`config.mk`:
```
export PLATFORM = sky130hd
export DESIGN_NAME = datapath_sequencer
export DESIGN_NICKNAME = d
export VERILOG_FILES = /design/src/rtl/datapath_ctrl_pkg.sv /design/src/rtl/datapath_sequencer_seq_rom.sv /design/src/rtl/datapath_sequencer.sv
export SDC_FILE = /design/constraint.sdc
export NUM_CORES = 1
export LEC_CHECK = 0
export ABC_AREA = 1
export CORE_AREA = 2 2 63 65
export CTS_CLUSTER_SIZE = 12
export DETAILED_ROUTE_END_ITERATION = 16
export DIE_AREA = 0 0 65 67
export GPL_ROUTABILITY_DRIVEN = 0
export PLACE_DENSITY = 0.55
export SLEW_MARGIN = 20
export SYNTH_ARGS = -nofsm -noshare
export SYNTH_HDL_FRONTEND = slang
export SYNTH_SLANG_ARGS = --single-unit
```
`constraint.sdc`:
```
create_clock -name Clock -period 4.5 [get_ports Clock]
set_input_delay 0.9 -clock Clock [delete_from_list [all_inputs] [get_ports Clock]]
set_output_delay 0.9 -clock Clock [all_outputs]
set_load 0.01 [all_outputs]
```
`src/rtl/datapath_ctrl_pkg.sv`:
```
// Shared definitions for the datapath sequencer: FSM states, F codes and
// the fixed micro-sequence ROM contents.
package datapath_ctrl_pkg;

  typedef enum logic [1:0] {
    IDLE    = 2'd0,
    WAIT_SW = 2'd1,
    ISSUE   = 2'd2,
    DONE    = 2'd3
  } state_e;

  localparam logic [3:0] F_NOP      = 4'b0000;
  localparam logic [3:0] F_LDX_SW   = 4'b0001;
  localparam logic [3:0] F_LDY_IMM3 = 4'b0010;
  localparam logic [3:0] F_ALU_Z0   = 4'b0011;
  localparam logic [3:0] F_MOVY_Z   = 4'b0100;
  localparam logic [3:0] F_ALU_Z1   = 4'b0101;
  localparam logic [3:0] F_MOVX_Z   = 4'b0110;

  // Number of steps in the sequence selected by op.
  function automatic logic [2:0] seq_len(input logic [1:0] op);
    logic [2:0] len;
    case (op)
      2'b00:   len = 3'd1;
      2'b01:   len = 3'd3;
      2'b10:   len = 3'd4;
      default: len = 3'd6;
    endcase
    return len;
  endfunction

  // F code issued at a given step of a given sequence; NOP past the end.
  function automatic logic [3:0] seq_code(input logic [1:0] op, input logic [2:0] step);
    logic [3:0] code;
    code = F_NOP;
    case (op)
      2'b00: begin
        if (step == 3'd0) code = F_LDX_SW;
      end
      2'b01: begin
        case (step)
          3'd0:    code = F_LDX_SW;
          3'd1:    code = F_LDY_IMM3;
          3'd2:    code = F_ALU_Z0;
          default: code = F_NOP;
        endcase
      end
      2'b10: begin
        case (step)
          3'd0:    code = F_LDY_IMM3;
          3'd1:    code = F_ALU_Z0;
          3'd2:    code = F_MOVY_Z;
          3'd3:    code = F_ALU_Z1;
          default: code = F_NOP;
        endcase
      end
      default: begin
        case (step)
          3'd0:    code = F_LDX_SW;
          3'd1:    code = F_LDY_IMM3;
          3'd2:    code = F_ALU_Z0;
          3'd3:    code = F_MOVY_Z;
          3'd4:    code = F_ALU_Z1;
          3'd5:    code = F_MOVX_Z;
          default: code = F_NOP;
        endcase
      end
    endcase
    return code;
  endfunction

endpackage

```
`src/rtl/datapath_sequencer_seq_rom.sv`:
```
// Combinational sequence lookup: current code, following code and the
// sequence length for the latched op and current step.
module seq_rom
  import datapath_ctrl_pkg::*;
(
  input  logic [1:0] op_i,
  input  logic [2:0] step_i,
  output logic [3:0] curCode_o,
  output logic [3:0] nxtCode_o,
  output logic [2:0] len_o
);

  logic [2:0] stepNext;

  // Look up this step and the one after it so the FSM can decide ahead.
  always_comb begin
    stepNext  = step_i + 3'd1;
    curCode_o = seq_code(op_i, step_i);
    nxtCode_o = seq_code(op_i, stepNext);
    len_o     = seq_len(op_i);
  end

endmodule

```
`src/rtl/datapath_sequencer.sv`:
```
// Micro-sequencer that walks fixed F-code sequences into the datapath
// control decoder, holding each code for STEP_CYCLES cycles and stalling
// switch-load steps until the operator strobes sw_valid.
module datapath_sequencer
  import datapath_ctrl_pkg::*;
#(
  parameter int STEP_CYCLES = 1,
  parameter bit WAIT_SW_EN  = 1'b1
) (
  input  logic       Clock,
  input  logic       Resetn,
  input  logic       start,
  input  logic [1:0] op,
  input  logic       sw_valid,
  input  logic       abort,
  output logic [3:0] F,
  output logic       busy,
  output logic       done,
  output logic [2:0] step
);

  if (STEP_CYCLES < 1 || STEP_CYCLES > 15) begin : gBadStepCycles
    $error("datapath_sequencer: STEP_CYCLES must be in 1..15");
  end

  localparam logic [3:0] HOLD_LAST = 4'(STEP_CYCLES - 1);

  state_e     state_q, state_d;
  logic [1:0] op_q, op_d;
  logic [2:0] step_q, step_d;
  logic [3:0] holdCnt_q, holdCnt_d;
  logic [3:0] f_q, f_d;
  logic       busy_q, busy_d;
  logic       done_q, done_d;

  logic [3:0] curCode, nxtCode;
  logic [2:0] seqLen, lastStep;

  seq_rom uRom (
    .op_i      (op_q),
    .step_i    (step_q),
    .curCode_o (curCode),
    .nxtCode_o (nxtCode),
    .len_o     (seqLen)
  );

  // Next state, counters and the registered output values for the next cycle.
  always_comb begin
    state_d   = state_q;
    op_d      = op_q;
    step_d    = step_q;
    holdCnt_d = holdCnt_q;
    f_d       = F_NOP;
    lastStep  = seqLen - 3'd1;

    case (state_q)
      IDLE: begin
        step_d = 3'd0;
        if (start) begin
          op_d      = op;
          holdCnt_d = 4'd0;
          if (WAIT_SW_EN && seq_code(op, 3'd0) == F_LDX_SW) begin
            state_d = WAIT_SW;
          end else begin
            state_d = ISSUE;
            f_d     = seq_code(op, 3'd0);
          end
        end
      end
      WAIT_SW: begin
        if (sw_valid) begin
          state_d   = ISSUE;
          holdCnt_d = 4'd0;
          f_d       = curCode;
        end
      end
      ISSUE: begin
        if (holdCnt_q == HOLD_LAST) begin
          holdCnt_d = 4'd0;
          if (step_q == lastStep) begin
            state_d = DONE;
          end else begin
            step_d = step_q + 3'd1;
            if (WAIT_SW_EN && nxtCode == F_LDX_SW) begin
              state_d = WAIT_SW;
            end else begin
              f_d = nxtCode;
            end
          end
        end else begin
          holdCnt_d = holdCnt_q + 4'd1;
          f_d       = curCode;
        end
      end
      DONE: begin
        state_d   = IDLE;
        step_d    = 3'd0;
        holdCnt_d = 4'd0;
      end
      default: begin
        state_d   = IDLE;
        step_d    = 3'd0;
        holdCnt_d = 4'd0;
      end
    endcase

    if (abort && state_q != IDLE) begin
      state_d   = IDLE;
      step_d    = 3'd0;
      holdCnt_d = 4'd0;
      f_d       = F_NOP;
    end

    busy_d = (state_d != IDLE);
    done_d = (state_d == DONE);
  end

  // State, counters and outputs all update together on the clock edge.
  always_ff @(posedge Clock or negedge Resetn) begin
    if (!Resetn) begin
      state_q   <= IDLE;
      op_q      <= 2'b00;
      step_q    <= 3'd0;
      holdCnt_q <= 4'd0;
      f_q       <= F_NOP;
      busy_q    <= 1'b0;
      done_q    <= 1'b0;
    end else begin
      state_q   <= state_d;
      op_q      <= op_d;
      step_q    <= step_d;
      holdCnt_q <= holdCnt_d;
      f_q       <= f_d;
      busy_q    <= busy_d;
      done_q    <= done_d;
    end
  end

  assign F    = f_q;
  assign busy = busy_q;
  assign done = done_q;
  assign step = step_q;

endmodule

```
* Word-level counts from Yosys, hierarchy flattened
Index checks and enable logic that the tools add are counted.
** Storage, ports and cells
- Register bits after elaboration :: 17
- Bits of input ports :: 7
- Output and inout port bits :: 9
- Word-level logic and storage cells :: 86
** Cells by class
- Add/subtract/negate cells :: 3
- Eq/ne operators :: 24
- Multiplexer cells :: 39
- Reduce and logical (&&, ||, !) cells :: 13
** Operator list (number)
- 2-to-1 mux 4 bit :: 11
- case mux 3 bit (6 select lines) :: 2
- case mux 4 bit (3 select lines) :: 3
- case mux 3 bit (4 select lines) :: 2
- 2-to-1 mux 2 bit :: 10
- case mux 4 bit (4 select lines) :: 1
- equality test 3 x 2 -> 1 bit, second input constant :: 4
- equality test 3 bit, second input constant :: 4
- != test 3 bit, second input constant :: 4
- case mux 2 bit (3 select lines) :: 2
- equality test 2 bit, second input constant :: 5
- 2-to-1 mux 3 bit :: 3
- case mux 3 bit (3 select lines) :: 1
- equality test 4 x 1 -> 1 bit, second input constant :: 2
- case mux 2 bit (4 select lines) :: 1
- equality test 3 x 1 -> 1 bit, second input constant :: 2
- logical NOT 3 bit :: 2
- case mux 3 bit (2 select lines) :: 1
- adder 4 x 1 -> 4 bit, second input constant :: 1
- equality test 2 x 1 -> 1 bit, second input constant :: 2
- logical NOT 2 bit :: 2
- logical NOT 4 bit :: 1
- AND reduction 2 bit :: 2
- nonzero test 2 bit :: 2
- other kinds (8) :: 9

* Longest topological paths before layout
- Word-level depth :: 11
- Mapped depth :: 14
- Depth with buffers taken out :: 14

* By module
From an unflattened synthesis, not the netlist that was laid out.
** Unflattened totals
- Cells, all modules :: 214
- Area total of the unflattened synthesis :: 1508.9 um^2
** By module, submodules not included
- datapath_sequencer :: times used 1, cells an instance 140, area each 1101.1 um^2
- seq_rom :: times used 1, cells an instance 74, area each 407.9 um^2

* Worst setup path after synthesis
Ideal clock, no wire load.
- Path type :: reg-to-reg
- From :: register step_q[0], in the netlist step[0]
- To :: register busy_q, in the netlist busy
- Library setup time :: 0.118 ns
- Data arrival time :: 1.816 ns
- Required time :: 4.382 ns
- Slack :: 2.566 ns
- Stages on the path, launching flop included :: 13
- Clock period less this slack :: 1.934 ns
- Cell sequence :: dfrtp_1 -> ha_1 -> ha_1 -> nand2_2 -> inv_2 -> o21ai_0 -> nand3_2 -> o21ai_1 -> nand2_1 -> nand2_1 -> nand2_1 -> nand2_2 -> nand2_1
** On the way
- Cells in the longest elaborated chain, start to end :: 11
- Elaborated cells between the ends (all ways) :: 20
** Ends and longest elaborated chain
- from (decl) :: RTL line datapath_sequencer.sv:30 : logic [2:0] step_q, step_d;
- from (signal assigned) :: RTL line datapath_sequencer.sv:131 : step_q <= step_d;
- adder 3 x 1 -> 3 bit :: RTL line datapath_sequencer_seq_rom.sv:17 : stepNext = step_i + 3'd1;
- equality test 3 bit, or another cell as far along :: RTL line datapath_ctrl_pkg.sv:58 : case (step)
- case mux 3 bit (6 select lines), or another cell as far along :: RTL line datapath_ctrl_pkg.sv:58
- case mux 4 bit (3 select lines) :: RTL line datapath_ctrl_pkg.sv:36 : case (op)
- equality test 4 x 1 -> 1 bit :: RTL line datapath_sequencer.sv:84 : if (WAIT_SW_EN && nxtCode == F_LDX_SW) begin
- 2-to-1 mux 2 bit :: RTL line datapath_sequencer.sv:84
- 2-to-1 mux 2 bit (*) :: RTL line datapath_sequencer.sv:80 : if (step_q == lastStep) begin
- 2-to-1 mux 2 bit (*) :: RTL line datapath_sequencer.sv:78 : if (holdCnt_q == HOLD_LAST) begin
- case mux 2 bit (4 select lines) (*) :: RTL line datapath_sequencer.sv:56 : case (state_q)
- 2-to-1 mux 2 bit (*) :: RTL line datapath_sequencer.sv:107 : if (abort && state_q != IDLE) begin
- nonzero test 2 bit (*) :: RTL line datapath_sequencer.sv:114 : busy_d = (state_d != IDLE);
- named net busy_d :: RTL line datapath_sequencer.sv:33 : logic busy_q, busy_d;
- to (signal assigned) :: RTL line datapath_sequencer.sv:134 : busy_q <= busy_d;
- to (decl) :: RTL line datapath_sequencer.sv:33
Mark *: on every way through the listed nets, which the timed path passes. The rest lies on a longest branch.
A chain may end at the register's enable or synchronous reset.

* Final worst setup path
- From :: register step_q[2], in the netlist step[2]
- To :: output step[2]
** RTL lines
- to (decl) :: RTL line datapath_sequencer.sv:19 : output logic [2:0] step
No word-level cell between the ends.

==> impl_metrics.env <==
export IMPL_cts_made_buffers=3
export IMPL_cp_top_family="buffers and inverters"
export IMPL_first_global_vias=1200
export IMPL_grt_util_all_layers_pct=16.1
export IMPL_clock_fmax_mhz=456
export IMPL_crit_path_start_kind="flop"
export IMPL_syn_to_final_growth_pct=17.7
export IMPL_final_util_pct=45.6
export IMPL_synth_cell_types=27
export IMPL_postLayoutCellArea_um2=1640
export IMPL_critPathArrivalTime_ns=1.29
export IMPL_via_per_inst=4.86
export IMPL_syn_area_um2=1400
export IMPL_n_antenna_cell=0
export IMPL_ir_drop_mv=0.285
export IMPL_placed_area_um2=1590
export IMPL_post_cts_buffers=0
export IMPL_synth_top_cells_by_count="nand2_1 (56), inv_1 (31), ha_1 (20), dfrtp_1 (16), o21ai_0 (11)"
export IMPL_final_max_slew_viol_count=0
export IMPL_cap_violations=0
export IMPL_pwr_share_seq_pct=24.2
export IMPL_power_leakage_nw=0.864
export IMPL_worst_pin_slew_ns=0.751
export IMPL_synth_edf_count=0
export IMPL_die_area_um2=4360
export IMPL_end_kind="primary output"
export IMPL_status="complete, no violations"
export IMPL_rows=22
export IMPL_cts_resized_gates=0
export IMPL_startpoint="step[2]$_DFFE_PN0P_"
export IMPL_critical_path_class="flop to primary output"
export IMPL_switching_share_pct=48.0
export IMPL_hold_violations=0
export IMPL_grt_max_degree=17
export IMPL_hold_ws_ns=0.568
export IMPL_cts_tree="built"
export IMPL_r2r_cells=12
export IMPL_path_cells="clkdlybuf4s50_1"
export IMPL_routedWlPerCell_um=11.7
export IMPL_r2r_setup_slack_ns=2.38
export IMPL_grt_ovfl_total=0
export IMPL_port_buffers=14
export IMPL_r2r_end="busy$_DFF_PN0_"
export IMPL_crit_buf_inv=1
export IMPL_syn_area_per_cell_um2=7.05
export IMPL_reg2reg_from="step[1]$_DFFE_PN0P_"
export IMPL_timing_slew_headroom_pct=49.8
export IMPL_finalCriticalPeriod_ns=2.19
export IMPL_synth_top_cell_area_share_pct=28.7
export IMPL_skew_ns=0.00103
export IMPL_drt_initial_drc_count=79
export IMPL_drc_errors=0
export IMPL_die_x_um=65
export IMPL_pwr_share_clk_pct=14.3
export IMPL_cts_htree_levels=1
export IMPL_clk_pin_slew_ns=0.07
export IMPL_p_switching_w=0.000435
export IMPL_core_um2=3610
export IMPL_grt_pass1_wl_mm=5.36
export IMPL_yosysTopAreaCell="dfrtp_1"
export IMPL_p_per_area_nw_per_um2=552
export IMPL_cpPeakStageDelay_ns=0.58
export IMPL_cts_root_buf="clkbuf_8"
export IMPL_yosys_top_cells_area="dfrtp_1 (29%), ha_1 (18%), nand2_1 (15%)"
export IMPL_hpwl_mm=2.48
export IMPL_cp_required_ns=3.60
export IMPL_yosys_warnings=0
export IMPL_synth_flop_cell="dfrtp_1"
export IMPL_setup_worst_path_end="step[2]"
export IMPL_antenna_found_initial=0
export IMPL_pwr_share_comb_pct=61.5
export IMPL_drive_gt1_share_pct=8.84
export IMPL_clockBufferDepth=2
export IMPL_grt_setup_unrepaired="no"
export IMPL_crit_cells=1
export IMPL_min_path_type="flop to flop"
export IMPL_yosysMostFrequentCell="nand2_1"
export IMPL_cp_max_fo=5
export IMPL_start_util_pct=38.7
export IMPL_ys_ff_latch=16
export IMPL_ant_nets=0
export IMPL_first_pass_iters=4
export IMPL_syn_inst=198
export IMPL_io_pins=16
export IMPL_wl_mm=3.08
export IMPL_vias=1278
export IMPL_ys_seq_area_share_pct=28.7
export IMPL_clock_sinks=16
export IMPL_worst_path_max_delay_cell="clkdlybuf4s50_1"
export IMPL_final_setup_tns_ns=0
export IMPL_fin_crit_sh_pct=48.7
export IMPL_p_int_w=0.000473
export IMPL_clock_latency_ns=0.25
export IMPL_syn_num_nets=225
export IMPL_die_h_um=67
export IMPL_setup_viol=0
export IMPL_cts_hold_buffers=0
export IMPL_layout_nets=243
export IMPL_async_flop_share_pct=100
flip-flops by register name, indices dropped and copies added (netlist names):
name and cells:
F 3, busy 1, done 1, holdCnt_q 4, op_q 2, state_q 2, step 3
kinds of logic after synthesis:
family / count (synthesis) / share of synthesized area [%]
buffers and inverters: 41 / 11.3
flip-flops: 16 / 28.7
AO/OA/AOI/OAI: 35 / 13.9
XOR/XNOR: 4 / 2.51
adder cells (fa/ha/maj): 20 / 17.9
AND/OR/NAND/NOR: 81 / 25.4
other: 1 / 0.269
power groups by stage:
| stage | registers [W] | logic (W) | clock network, W |
|---|---|---|---|
| finish | 0.000220 | 0.000558 | 0.000130 |
| global route | 0.000226 | 0.000637 | 0.000144 |
| CTS | 0.000220 | 0.000557 | 0.000135 |
| detailed placement | 0.000223 | 0.000553 | 0 |
| global placement | 0.000221 | 0.000543 | 0 |
| floorplan | 0.000227 | 0.000393 | 0 |
per-layer routing:
metal	part of all wire (%)	GRT usage, %	vias to the layer above
met4	0.78	3.19	0
met1	46	20.3	579
met3	5.9	3.55	4
met5	0	0	-
met2	48	28.4	38
li1	-	-	657
per-stage QoR:
step / setup slack, ns / cells / total power [W]
floorplan: 2.57 / 198 / 0.000620
global placement: 2.23 / 259 / 0.000764
detailed placement: 2.19 / 259 / 0.000776
CTS: 2.29 / 263 / 0.000913
global route: 2.15 / 263 / 0.00101
finish: 2.31 / 263 / 0.000908
final cells by class:
cell class	count	area [µm²]
clock buffers	4	55.1
fillers	384	1960
inverters	40	150
multi-input cells	141	838
flip-flops and latches	16	400
well taps	48	60.1
repair buffers	14	140
worst min path at each step:
stage / endpoint / from / slack (ns) / cells past startpoint
after floorplan: holdCnt_q[0]$_DFFE_PN0P_ / holdCnt_q[0]$_DFFE_PN0P_ / 0.51 / 1
after global placement: holdCnt_q[0]$_DFFE_PN0P_ / holdCnt_q[0]$_DFFE_PN0P_ / 0.54 / 1
after detailed placement: holdCnt_q[0]$_DFFE_PN0P_ / holdCnt_q[0]$_DFFE_PN0P_ / 0.56 / 1
after CTS: holdCnt_q[0]$_DFFE_PN0P_ / holdCnt_q[0]$_DFFE_PN0P_ / 0.57 / 1
after global routing: holdCnt_q[0]$_DFFE_PN0P_ / holdCnt_q[0]$_DFFE_PN0P_ / 0.60 / 1
final: holdCnt_q[0]$_DFFE_PN0P_ / holdCnt_q[0]$_DFFE_PN0P_ / 0.57 / 1
cell usage in the layout, fill, tap and decap left out, types with 2 or more instances in the layout:
master and n:
o21ai_1 8, nor2_2 2, ha_1 20, a31oi_1 2, o22ai_1 3, clkinv_1 2
xnor2_1 3, nand2_1 56, inv_1 31, o221ai_1 2, clkbuf_8 4, inv_2 7
nand2_2 2, dfrtp_1 16, nor2_1 8, nand3_2 3, o21ai_0 11, clkdlybuf4s50_1 14
a21oi_1 7, nand3_1 6
No activity file was read; power rests on OpenSTA's default activity.
